[config.mk]
export PLATFORM = sky130hd
export DESIGN_NAME = inst_fetch_unit
export DESIGN_NICKNAME = d
export VERILOG_FILES = /design/src/rtl/inst_fetch_unit.sv
export SDC_FILE = /design/constraint.sdc
export NUM_CORES = 1
export LEC_CHECK = 0
export CAP_MARGIN = 30
export CORE_ASPECT_RATIO = 2
export CORE_MARGIN = 4
export CORE_UTILIZATION = 55
export DETAILED_ROUTE_END_ITERATION = 16
export DONT_BUFFER_PORTS = 1
export HOLD_SLACK_MARGIN = 0.08
export PLACE_DENSITY = 0.7
export SETUP_SLACK_MARGIN = 0.05
export SYNTH_ARGS = -nofsm -noshare
export SYNTH_HDL_FRONTEND = slang
export SYNTH_SLANG_ARGS = --single-unit
[constraint.sdc]
create_clock -name clk -period 3.5 [get_ports clk]
set_input_delay 0.175 -clock clk [delete_from_list [all_inputs] [get_ports clk]]
set_output_delay 0.175 -clock clk [all_outputs]
set_load 0.005 [all_outputs]
[src/rtl/inst_fetch_unit.sv]
// Instruction prefetch: reads 16-bit instructions as two bytes (MSB first) from
// byte-wide RAM into a small PC-tagged queue, with redirect flush.
module inst_fetch_unit #(
    parameter int ADDR_BITS  = 8,
    parameter int DATA_BITS  = 8,
    parameter int FIFO_DEPTH = 2,
    parameter logic [ADDR_BITS-1:0] RESET_PC = '0
) (
    input  logic                 clk,
    input  logic                 reset,
    output logic                 rd_ram_en,
    output logic [ADDR_BITS-1:0] rd_ram_addr,
    input  logic [DATA_BITS-1:0] rd_ram_data,
    input  logic                 mem_busy,
    output logic                 inst_valid,
    output logic [15:0]          inst_data,
    output logic [ADDR_BITS-1:0] inst_pc,
    input  logic                 inst_ready,
    input  logic                 redirect_en,
    input  logic [ADDR_BITS-1:0] redirect_pc
);

    localparam int PTR_W = (FIFO_DEPTH > 1) ? $clog2(FIFO_DEPTH) : 1;
    localparam int CNT_W = PTR_W + 1;
    localparam logic [CNT_W-1:0]     DEPTH   = CNT_W'(FIFO_DEPTH);
    localparam logic [CNT_W-1:0]     CNT_ONE = CNT_W'(1);
    localparam logic [PTR_W-1:0]     PTR_ONE = PTR_W'(1);
    localparam logic [ADDR_BITS-1:0] PC_ONE  = ADDR_BITS'(1);
    localparam logic [ADDR_BITS-1:0] PC_TWO  = ADDR_BITS'(2);

    typedef enum logic [1:0] {IDLE, REQ_MSB, REQ_LSB, PUSH} state_t;

    state_t                 state;
    logic [ADDR_BITS-1:0]   fetch_pc;
    logic [DATA_BITS-1:0]   msb_byte;
    logic [15:0]            fifo_data [FIFO_DEPTH];
    logic [ADDR_BITS-1:0]   fifo_pc   [FIFO_DEPTH];
    logic [PTR_W-1:0]       wr_ptr;
    logic [PTR_W-1:0]       rd_ptr;
    logic [CNT_W-1:0]       count;
    logic                   issue;
    logic                   pop;
    logic                   push;

    // One instruction in flight at most, so room now means room at PUSH.
    assign issue = !mem_busy && (count < DEPTH);
    assign pop   = inst_valid && inst_ready;
    assign push  = (state == PUSH);

    assign inst_valid = (count != '0);
    assign inst_data  = inst_valid ? fifo_data[rd_ptr] : '0;
    assign inst_pc    = inst_valid ? fifo_pc[rd_ptr]   : '0;

    always_comb begin
        rd_ram_en   = 1'b0;
        rd_ram_addr = '0;
        if (!redirect_en) begin
            case (state)
                REQ_MSB: if (issue) begin
                    rd_ram_en   = 1'b1;
                    rd_ram_addr = fetch_pc;
                end
                REQ_LSB: begin
                    rd_ram_en   = 1'b1;
                    rd_ram_addr = fetch_pc + PC_ONE;
                end
                default: ;
            endcase
        end
    end

    always_ff @(posedge clk) begin
        if (reset) begin
            state    <= IDLE;
            fetch_pc <= RESET_PC;
            msb_byte <= '0;
            count    <= '0;
            wr_ptr   <= '0;
            rd_ptr   <= '0;
        end else if (redirect_en) begin
            // Flush wins over any push/pop this cycle; in-flight pair is dropped.
            state    <= REQ_MSB;
            fetch_pc <= redirect_pc;
            count    <= '0;
            wr_ptr   <= '0;
            rd_ptr   <= '0;
        end else begin
            case (state)
                IDLE:    state <= REQ_MSB;
                REQ_MSB: if (issue) state <= REQ_LSB;
                REQ_LSB: begin
                    msb_byte <= rd_ram_data;
                    state    <= PUSH;
                end
                PUSH: begin
                    fifo_data[wr_ptr] <= 16'({msb_byte, rd_ram_data});
                    fifo_pc[wr_ptr]   <= fetch_pc;
                    wr_ptr            <= wr_ptr + PTR_ONE;
                    fetch_pc          <= fetch_pc + PC_TWO;
                    state             <= REQ_MSB;
                end
                default: state <= IDLE;
            endcase
            if (pop) rd_ptr <= rd_ptr + PTR_ONE;
            case ({push, pop})
                2'b10:   count <= count + CNT_ONE;
                2'b01:   count <= count - CNT_ONE;
                default: ;
            endcase
        end
    end

endmodule
---- Yosys cells after proc, flatten, opt, wreduce, memory -nomap -nowiden ----
Memories as Yosys holds them, arrays and structs flattened. A register that Yosys moved wholly into a read port is not among the register bits.
Cells that the tools add are included.
Widths: inputs -> output; s select.
word-level totals
  bits in registers ....................... 22
  memory bits (writable) .................. 48
  bits of input ports ..................... 21
  word-level logic and storage cells ...... 56
  memories kept ........................... 2
memories
  memory     depth  bits a word  read ports  clocked after memory_dff  wr ports  line  source
  fifo_data  2      16           1           1                         1         36    logic [15:0] fifo_data [FIFO_DEPTH];
  fifo_pc    2      8            1           1                         1         37    logic [ADDR_BITS-1:0] fifo_pc [FIFO_DEPTH];
cells by class
  $add $sub $neg .......................... 6
  magnitude comparators ................... 1
  equality and inequality tests ........... 7
  mux-type cells .......................... 22
  bitwise gates (word level) .............. 1
  reduce and logical (&&, ||, !) cells .... 10
operators by type and width
  operator             number
  $mux 8               5
  $mux 16              1
  $pmux 8 s2           1
  $mux 1               11
  $add 8x1->8 const B  1
  $add 8x2->8 const B  1
  $eq 2x2->1 const B   3
  $pmux 2 s3           1
  $reduce_bool 2->1    3
  $eq 2x1->1 const B   2
  $pmux 2 s2           1
  $reduce_or 2->1      2
  $ne 3x3->1 const B   1
  $add 1x1->1 const B  2
  $add 2x1->2 const B  1
  $logic_and 1x1->1    2
  $logic_not 2->1      1
  $lt 2x2->1 const B   1
  $mux 2               1
  $ne 2x2->1 const B   1
  $pmux 1 s2           1
  $reduce_and 2->1     1
  $sub 2x1->2 const B  1
  $logic_not 1->1      1
  $not 1->1            1

---- Logic depth before layout (Yosys ltp) ----
  depth after elaboration ................. 5
  gate-level depth with buffers ........... 7
  mapped depth without buffers ............ 6

---- Least setup slack after synthesis ----
OpenSTA, ideal clock, no wires.
  path kind ............................... input port to flip-flop
  start point ............................. input port reset
  end point ............................... memory fifo_data[0][0], enable pin
  library setup time ...................... 435 ps
  arrival ................................. 2458 ps
  data required time ...................... 3065 ps
  slack ................................... 606 ps
  cell stages on the path ................. 4
  cells stage by stage .................... clkbuf_1 > or2_2 > clkbuf_1 > nor3_1
on the way
  longest elaborated chain between the ends .. 2
ends and longest elaborated chain
  what                          line  source
  start, declared               10    input logic reset,
  $mux 1                        73    if (reset) begin
  $mux 1 (implied by the code)  96    fifo_data[wr_ptr] <= 16'({msb_byte, rd_ram_data});
  end, declared                 36
Every way passes these cells.

---- Worst setup path after layout ----
  start point ............................. register state[1]
  end point ............................... output port rd_ram_addr[2]
on the way
  longest elaborated chain between the ends .. 3
ends and longest elaborated chain
  what                                             line  source
  start, declared                                  33    state_t state;
  start signal, assigned                           74    state <= IDLE;
  start signal, assigned                           82    state <= REQ_MSB;
  start signal, assigned                           89    IDLE: state <= REQ_MSB;
  $eq 2x2->1 / $eq 2x1->1 (equally long branches)  58    case (state)
  $pmux 8 s2 (*)                                   58
  $mux 8 (*)                                       57    if (!redirect_en) begin
  end, declared                                    12    output logic [ADDR_BITS-1:0] rd_ram_addr,
Every way passes the cells marked *; elsewhere a longest branch is shown, timed or not.

==> metrics <==
worst hold path class=in -> reg; Reg power frac=0.577; switching power=0.000330 W; VDD IR max=0.339 mV; FF-to-FF Start=state[0]; slew margin rel.=0.346; Area after DPL=3100 um^2; die area=6940 um^2; Synth Flop Type=edfxtp_1; Sw Share=0.206; # diodes=0; most frequent cells in the layout=nor2_1 (49), edfxtp_1 (48), mux2i_1 (34); vias per std cell=5.77; FF-to-FF End=fifo_data[1][15]; critical path startpoint=state[1]; Nets=299; first-pass GRT wire length=9230 um; syn avg cell area=12.0 um^2; Syn Inst Count=256; Initial DRC Count=68; outcome=finished clean; GRT Total Usage=0.190; Final Hold Vio Count=0; IO Port Bufs=0; final instance area=3460 um^2; CTS clock-pin slew for the worst setup and hold paths=0.06 ns; crit end category=output port; max-slew violations=0; Die H=114 um; Crit path arrival time=1.99 ns; Logic pwr share=0.054; critical path type=reg -> out; Total Wirelength=5990 um; Critical Path Sink=rd_ram_addr[2]; ys async rst share=0; Clk network pwr share=0.369; Fin Hold WS=0.139 ns; I/O pin count=55; clock root cell=clkbuf_8; GP Congestion=0.776; Sink Count=71; final setup fails=0; Die X=61.0 um; Area growth syn-to-layout=12.3%; TritonRoute pass-1 iters=4; power per cell area=463 nW/um^2; commonest non-fill, non-tap cell in the layout=nor2_1; Achievable Freq=463 MHz; RSZ-0062 raised after global routing=no; placed wire-length estimate=4040 um; DR WL/cell=17.8 um; Clock Skews=0.00665 ns; fin util=0.639; sequential share of the synthesized area=0.617; TritonCTS clock tree=built; grt ovf=0; synth top area cells=edfxtp_1 (47%), dfxtp_1 (15%), mux2i_1 (11%); Clock Latency Late Sink=0.34 ns; Yosys reg bits=71; R2R setup slack=1.38 ns; Core Region=5420 um^2; H-tree lvl count=3; mapped cell area=3080 um^2; layout cells sized above 1=0.0870; post-route ant nets=0; R2R cell count=4; CP max FO=6; Setup crit start kind=flip-flop; DRC viols=0; vias in the first global route=1867; Post-synth EDFFs=48; clock period minus worst slack=2.16 ns; Max Root-Sink Buffers=2; largest net degree at the start of global routing=26; post-synth top area share=0.467; Setup TNS=0 ns; Netlist cell types=31; Yosys warnings=0; Required @ worst endpoint=3.32 ns; initial core utilization=0.569; worst slew pin tran=0.979 ns; Post-Syn Nets=284; DR vias=1940; final period utilization=0.617; TritonCTS Buffers=9; Int Pwr=0.00127 W; Leak=1.16 nW; post-CTS resize count=0; total of max-cap violations=0; initial antenna violation count=0; row count=38; area leader, netlist=edfxtp_1
==> cells in the mapped netlist (2+ instances only) <==
cell type,count
or3_1,3
clkbuf_1,7
or2_2,2
a311oi_1,5
nor3_1,2
nor2b_1,2
buf_4,3
a31oi_1,2
nand2_1,9
edfxtp_1,48
buf_2,6
a21oi_1,10
xor2_1,6
mux2i_1,34
xnor2_1,2
mux2_2,2
inv_1,7
o21ai_0,11
nor2_1,50
ha_1,7
nand4_1,2
and4_2,2
a211oi_1,4
dfxtp_1,23
==> per-stage QoR <==
step	total power (W)	instances	worst slack [ns]
detailed placement	0.00101	302	1.36
global route	0.00168	336	1.14
floorplan	0.000998	256	0.606
finish	0.00160	336	1.34
global placement	0.00100	302	1.41
CTS	0.00162	336	1.31
==> sequential cells by signal (all words and copies together) (netlist names), named ones only <==
name / count
count: 2
fetch_pc: 8
fifo_data: 32
fifo_pc: 16
msb_byte: 8
rd_ptr: 1
state: 2
wr_ptr: 1
==> metal layers <==
layer  global-route usage  share of wire  routed length [um]  vias up
met4                0.126          0.046                 276        0
met3               0.0532          0.053                 316       19
li1                     -              -                   -      941
met5                    0              0                   0        -
met1                0.182           0.34                2020      913
met2                0.332           0.56                3380       67
==> how the worst min path moves through the flow <==
stage / endpoint / startpoint / depth (start not counted) / slack (ns)
floorplan: fifo_data[0][0] / rd_ram_data[0] / 0 / 0.27
global placement: fetch_pc[1] / reset / 1 / 0.25
detailed placement: fetch_pc[1] / reset / 1 / 0.25
CTS: count[1] / reset / 2 / 0.12
global route: count[1] / reset / 2 / 0.13
finish: count[1] / reset / 2 / 0.14
==> repair_timing <==
item / 4_1_cts / 5_1_grt
hold buffers: 18 / 0
hold endpoints to repair: 33 / 0
buffers inserted: 0 / 0
==> critical path, stage by stage, from the launching register on <==
cell and delay [ns]:
dfxtp_1 0.33, inv_1 0.08, ha_1 0.17, nor3b_1 0.65, o21ai_0 0.21, a21oi_1 0.22
==> kinds of logic (layout without fill, tap and decap cells) <==
family	after synthesis	after routing	share of synthesized area
XOR/XNOR	8	8	0.0227
buffers and inverters	24	44	0.0377
multiplexers	36	36	0.118
AO/OA/AOI/OAI	33	33	0.0645
adder cells (fa/ha/maj)	7	7	0.0284
AND/OR/NAND/NOR	77	77	0.112
flip-flops	71	71	0.617
==> layout make-up <==
| class | instances | area, um^2 |
|---|---|---|
| flip-flops and latches | 71 | 1900 |
| clock buffers | 14 | 143 |
| fillers | 462 | 1960 |
| clock inverters | 2 | 35.0 |
| multi-input cells | 161 | 1080 |
| repair buffers | 21 | 203 |
| inverters | 7 | 26.3 |
| well taps | 60 | 75.1 |
==> power by group through the flow <==
stage	clock network [W]	logic (W)	registers, W
after floorplan	0	0.0000649	0.000933
after global placement	0	0.0000619	0.000942
after detailed placement	0	0.0000638	0.000943
after CTS	0.000610	0.0000873	0.000925
after global routing	0.000652	0.0000975	0.000927
final	0.000592	0.0000872	0.000925
(Power assumes the default switching activity.)
